===== src/rtl/adpcm_encoder.sv =====
// ----------------------------------------------------------------------------
// adpcm_encoder
//
// Sequential IMA-style ADPCM encoder. Each accepted 16-bit signed PCM sample
// becomes one 4-bit code. One magnitude bit is resolved per cycle. The
// predictor/step-index update is bit-exact with the decoder-side inverse
// quantizer, so encoder and decoder track the same predicted value.
//
// Sequence per sample: IDLE -> Q2 -> Q1 -> Q0 -> UPD -> OUT -> IDLE
// (6 cycles minimum with out_ready held high).
//
// Ports:
//   clk        rising-edge clock
//   rst        synchronous reset, active-high; aborts any sample in flight
//   in_valid   in_sample is valid
//   in_ready   encoder can accept a sample (high only in IDLE)
//   in_sample  signed 16-bit PCM sample
//   out_valid  out_code is valid (high only in OUT)
//   out_ready  downstream accepts the code
//   out_code   {sign, magnitude[2:0]}
//   pred_out   current predictor (signed), updated at the UPD edge
//   index_out  current step index, 0..88
// ----------------------------------------------------------------------------
module adpcm_encoder #(
    parameter logic signed [15:0] INIT_PRED  = 16'sd0,
    parameter int unsigned        INIT_INDEX = 0
) (
    input  logic        clk,
    input  logic        rst,
    input  logic        in_valid,
    output logic        in_ready,
    input  logic [15:0] in_sample,
    output logic        out_valid,
    input  logic        out_ready,
    output logic [3:0]  out_code,
    output logic [15:0] pred_out,
    output logic [6:0]  index_out
);

    typedef enum logic [2:0] {
        S_IDLE,
        S_Q2,
        S_Q1,
        S_Q0,
        S_UPD,
        S_OUT
    } state_t;

    // Standard 89-entry IMA step table.
    localparam logic [14:0] STEP_TABLE [0:88] = '{
        15'd7,     15'd8,     15'd9,     15'd10,    15'd11,    15'd12,    15'd13,    15'd14,    15'd16,    15'd17,
        15'd19,    15'd21,    15'd23,    15'd25,    15'd28,    15'd31,    15'd34,    15'd37,    15'd41,    15'd45,
        15'd50,    15'd55,    15'd60,    15'd66,    15'd73,    15'd80,    15'd88,    15'd97,    15'd107,   15'd118,
        15'd130,   15'd143,   15'd157,   15'd173,   15'd190,   15'd209,   15'd230,   15'd253,   15'd279,   15'd307,
        15'd337,   15'd371,   15'd408,   15'd449,   15'd494,   15'd544,   15'd598,   15'd658,   15'd724,   15'd796,
        15'd876,   15'd963,   15'd1060,  15'd1166,  15'd1282,  15'd1411,  15'd1552,  15'd1707,  15'd1878,  15'd2066,
        15'd2272,  15'd2499,  15'd2749,  15'd3024,  15'd3327,  15'd3660,  15'd4026,  15'd4428,  15'd4871,  15'd5358,
        15'd5894,  15'd6484,  15'd7132,  15'd7845,  15'd8630,  15'd9493,  15'd10442, 15'd11487, 15'd12635, 15'd13899,
        15'd15289, 15'd16818, 15'd18500, 15'd20350, 15'd22385, 15'd24623, 15'd27086, 15'd29794, 15'd32767
    };

    function automatic logic signed [4:0] index_adjust(input logic [2:0] mag_code);
        case (mag_code)
            3'd4:    index_adjust = 5'sd2;
            3'd5:    index_adjust = 5'sd4;
            3'd6:    index_adjust = 5'sd6;
            3'd7:    index_adjust = 5'sd8;
            default: index_adjust = -5'sd1;
        endcase
    endfunction

    state_t             state_q;
    state_t             state_d;

    logic signed [15:0] pred_q;
    logic [6:0]         index_q;
    logic [14:0]        step_q;
    logic               sign_q;
    logic [16:0]        mag_q;      // remaining |diff|, up to 65535
    logic [14:0]        ws_q;       // working step, halved each bit
    logic [17:0]        diffq_q;    // reconstructed |diff|
    logic [2:0]         code_q;

    logic [16:0]        diff;
    logic [16:0]        diff_mag;
    logic               bit_hit;
    logic signed [18:0] pred_sum;
    logic [15:0]        pred_next;
    logic signed [8:0]  index_sum;
    logic [6:0]         index_next;

    // ------------------------------------------------------------------
    // FSM: state register + next-state/handshake decode
    // ------------------------------------------------------------------
    always_ff @(posedge clk) begin
        // NOTE: sequential state uses non-blocking assignments so every
        // register samples pre-edge values, independent of block ordering.
        if (rst) state_q <= S_IDLE;
        else     state_q <= state_d;
    end

    always_comb begin
        // NOTE: every output of this block is assigned a default first, so
        // no path through the case can leave a value held (no latch).
        state_d   = state_q;
        in_ready  = 1'b0;
        out_valid = 1'b0;
        case (state_q)
            S_IDLE: begin
                in_ready = 1'b1;
                if (in_valid) state_d = S_Q2;
            end
            S_Q2:  state_d = S_Q1;
            S_Q1:  state_d = S_Q0;
            S_Q0:  state_d = S_UPD;
            S_UPD: state_d = S_OUT;
            S_OUT: begin
                out_valid = 1'b1;
                if (out_ready) state_d = S_IDLE;
            end
            default: state_d = S_IDLE;
        endcase
    end

    // ------------------------------------------------------------------
    // Datapath arithmetic
    // ------------------------------------------------------------------
    always_comb begin
        // 17-bit signed difference; magnitude fits 17 bits unsigned.
        diff     = {in_sample[15], in_sample} - {pred_q[15], pred_q};
        diff_mag = diff[16] ? (~diff + 17'd1) : diff;

        bit_hit  = (mag_q >= {2'b00, ws_q});

        if (sign_q)
            pred_sum = $signed({{3{pred_q[15]}}, pred_q}) - $signed({1'b0, diffq_q});
        else
            pred_sum = $signed({{3{pred_q[15]}}, pred_q}) + $signed({1'b0, diffq_q});

        if (pred_sum > 19'sd32767)
            pred_next = 16'h7fff;
        else if (pred_sum < -19'sd32768)
            pred_next = 16'h8000;
        else
            pred_next = pred_sum[15:0];

        index_sum = $signed({2'b00, index_q}) + index_adjust(code_q);
        if (index_sum < 9'sd0)
            index_next = 7'd0;
        else if (index_sum > 9'sd88)
            index_next = 7'd88;
        else
            index_next = index_sum[6:0];
    end

    always_ff @(posedge clk) begin
        if (rst) begin
            pred_q   <= INIT_PRED;
            index_q  <= 7'(INIT_INDEX);
            step_q   <= STEP_TABLE[INIT_INDEX];
            sign_q   <= 1'b0;
            mag_q    <= '0;
            ws_q     <= '0;
            diffq_q  <= '0;
            code_q   <= '0;
            out_code <= '0;
        end else begin
            case (state_q)
                S_IDLE: begin
                    if (in_valid) begin
                        sign_q  <= diff[16];
                        mag_q   <= diff_mag;
                        ws_q    <= step_q;
                        diffq_q <= {6'b0, step_q[14:3]};
                        code_q  <= '0;
                    end
                end
                S_Q2, S_Q1, S_Q0: begin
                    // Bits are resolved MSB first, so shifting in each
                    // decision leaves code_q = {b2, b1, b0} after Q0.
                    code_q <= {code_q[1:0], bit_hit};
                    if (bit_hit) begin
                        mag_q   <= mag_q - {2'b00, ws_q};
                        diffq_q <= diffq_q + {3'b000, ws_q};
                    end
                    ws_q <= ws_q >> 1;
                end
                S_UPD: begin
                    pred_q   <= pred_next;
                    index_q  <= index_next;
                    step_q   <= STEP_TABLE[index_next];
                    out_code <= {sign_q, code_q};
                end
                default: ;
            endcase
        end
    end

    assign pred_out  = pred_q;
    assign index_out = index_q;

endmodule


===== config.mk =====
export PLATFORM = sky130hd
export DESIGN_NAME = adpcm_encoder
export DESIGN_NICKNAME = d
export VERILOG_FILES = /design/src/rtl/adpcm_encoder.sv
export SDC_FILE = /design/constraint.sdc
export NUM_CORES = 1
export LEC_CHECK = 0
export BUFFER_PORTS_ARGS = -buffer_cell sky130_fd_sc_hd__clkbuf_2
export CAP_MARGIN = 30
export CORE_MARGIN = 2
export CORE_UTILIZATION = 25
export DETAILED_ROUTE_END_ITERATION = 8
export PLACE_DENSITY = 0.46
export SLEW_MARGIN = 20
export SYNTH_ARGS = -nofsm -noshare
export SYNTH_HDL_FRONTEND = slang
export SYNTH_SLANG_ARGS = --single-unit

===== constraint.sdc =====
create_clock -name clk -period 10.9 [get_ports clk]
set_input_delay 2.18 -clock clk [delete_from_list [all_inputs] [get_ports clk]]
set_output_delay 2.18 -clock clk [all_outputs]
set_load 0.005 [all_outputs]

==> reports/metrics.yaml <==
run_status:
  status: "finished clean"
drt:
  vias_per_cell: 5.462
  drt_iter0_drc: 882
  finalWirelength_um: 35420
  ant_nets: 0
  drc: 0
  wl_per_cell_um: 18.34
  first_pass_iters: 7
  vias: 10550
synthesis:
  yosysTopAreaCell: "dfxtp_1"
  synth_cell_types: 91
  syn_avg_cell_area_um2: 7.240
  yosys_register_bits: 99
  syn-cell-area_mm2: 0.01019
  synthArstFlopShare_pct: 0
  synth_enable_flop_cells: 0
  ys_seq_area_share_pct: 19.46
  synth_ff_type: "dfxtp_1"
  syn_inst: 1407
  synth_top_area_share_pct: 19.46
  syn_nets: 1516
  synth.area.top_cells: "dfxtp_1 19%, ha_1 10%, a21oi_1 5.7%, nand2_1 5.2%, nor2_1 5.2%"
  yosys_warnings: 0
power:
  power_density_mw_per_mm2: 195.8
  vdd_drop_max_uv: 88.77
  total_power_mw: 2.191
  leakage_nw: 4.185
worst_hold_path:
  hp-class: "reg -> reg"
cts:
  cts_resized: 0
  clk_latency_ps: 370
  ctsHoldBuffers: 0
  numCtsBuffers: 9
  clk_pin_slew_ps: 80
  cts_tree: "yes"
  h-tree-depth: 3
  clkSinkCount: 99
  postCtsSetupRepairBufs: 0
  cts.path.max_buffers: 2
  cts_root_buf: "clkbuf_16"
sta:
  finalSetupTns_ps: 0
  finalHoldViolCount: 0
  skew_ps: 10.51
  holdWs_ps: 459.0
  grt_setup_unrepaired: "no"
  tightest_slew_ps: 1047
  setup_viol_count_final: 0
  layout_worst_path_cycle_share_pct: 47.66
  max-slew-margin-rel_pct: 30.22
  min_period_ps: 5195
  drv_slew: 0
  fmax_mhz: 192.5
worst_setup_path:
  crit_fanout: 17
  worstSetupPathType: "reg -> reg"
  start_kind: "register"
  worst_ep_arrival_time_ps: 5430
  cp.required_ps: 11140
  cp-end-kind: "register"
die:
  core_mm2: 0.04001
  dieArea_mm2: 0.04237
  fp.dieW_um: 205.9
  rows: 73
  start_util_pct: 25.46
  io_pins: 49
  fp.dieH_um: 205.9
layout:
  drive_gt1_share_pct: 8.677
  fin_nets: 1510
  antennaDiodeCount: 0
  area_delta_synth_final_pct: 9.852
global_routing:
  grt_pass1_wl_um: 55420
  grt_max_degree: 50
  antenna_found_initial: 0
  grt_use_total_pct: 16.58
  first_global_vias: 9905
  grt_remaining_overflow: 0
run:
  max_cap_violations: 0
placed_design:
  place.gp.congestion: 0.8916
  dp_hpwl_um: 26310
  io_buffer_count: 48
## worst max-delay path, cell delays in order, from the launching register on
cell	delay, ps
dfxtp_1	410
inv_1	250
ha_1	210
inv_1	50
fa_1	440
nand3b_1	280
a2111o_1	430
o211a_1	400
a211oi_4	600
nand2_1	280
ha_1	770
o21ai_0	220
o221a_2	310
a2111oi_2	300
a21oi_1	110
## synthesized netlist by cell type, types with 12 or more instances
master,number
nand3_1,31
clkbuf_1,66
a21oi_1,117
o22ai_1,12
a221oi_1,23
nand2_1,140
o211ai_1,19
a211oi_1,20
nand4_1,13
nand2b_1,19
o21a_1,20
o21ai_0,93
a31oi_1,31
buf_2,13
xnor2_1,58
nor2b_1,17
dfxtp_1,99
ha_1,84
nor2_1,140
nor3_1,45
xor2_1,17
a311oi_1,16
a21o_1,21
inv_1,79
## registers in the layout, indices dropped and copies added, names as in the netlist, 4 cells and up
signal     count
index_out      7
step_q        15
diffq_q       18
mag_q         17
out_code       4
ws_q          15
pred_out      16
## logic make-up (layout without fill, tap and decap cells)
family	after synthesis	count (layout)	share of synthesized area (%)
xor+xnor	76	76	6.609
flops	99	99	19.46
fa+ha+maj	89	89	11.30
buf+inv	166	165	6.424
simple gates	484	484	22.86
compound gates	484	484	32.43
mux	9	9	0.9213
## where the power goes
| group | leakage, nW | switching (mW) | internal, mW | total [mW] |
|---|---|---|---|---|
| sequential | 0.807 | 0.0786 | 0.422 | 0.500 |
| clock | 0.136 | 0.170 | 0.160 | 0.330 |
| combinational | 3.24 | 0.796 | 0.565 | 1.36 |
## final timing paths
path         startpoint         to  slack [ps]  cells past startpoint
max           code_q[2]  step_q[7]        5700                     14
min            mag_q[0]   mag_q[0]         460                      2
max reg2reg   code_q[2]  step_q[7]        5700                     14
min reg2reg    mag_q[0]   mag_q[0]         460                      2
## routing by layer
metal  vias up  track usage [%]  wire [um]
met5         -                0          0
li1       5188                -          -
met3        63            1.719       1767
met4         0            6.760       1154
met1      4955            22.13      16190
met2       341            27.27      16310
## cell usage in the layout (no fill, tap or decap), types with 17 or more instances in the layout
cell type  Yosys  layout
nand2_1      140     140
nor2_1       140     139
a21oi_1      117     117
dfxtp_1       99      99
o21ai_0       93      93
ha_1          84      84
inv_1         79      79
xnor2_1       58      58
clkbuf_2       0      47
nor3_1        45      45
a31oi_1       31      31
nand3_1       31      31
a221oi_1      23      23
a21o_1        21      21
buf_4          2      21
a211oi_1      20      20
o21a_1        20      20
nand2b_1      19      19
o211ai_1      19      19
nor2b_1       17      17
## per-stage QoR
step	util (%)	worst slack [ps]	instance area, um^2	std cells
after detailed placement	27.24	5417	10900	1914
after CTS	27.95	5749	11180	1930
after global placement	27.21	5495	10890	1912
after floorplan	-	5914	10190	1407
final	27.97	5705	11190	1931
after global routing	27.97	5274	11190	1931
## final cells by class
| cell class | count | area (um^2) |
|---|---|---|
| clock buffer | 9 | 225.2 |
| clock inverter | 7 | 60.06 |
| fill | 4427 | 28820 |
| inverter | 80 | 300.3 |
| multi-input combinational | 1142 | 7569 |
| sequential | 99 | 1982 |
| tap | 525 | 656.9 |
| timing repair buffer | 69 | 396.6 |
Note: power is estimated with default switching activity, not from simulation.
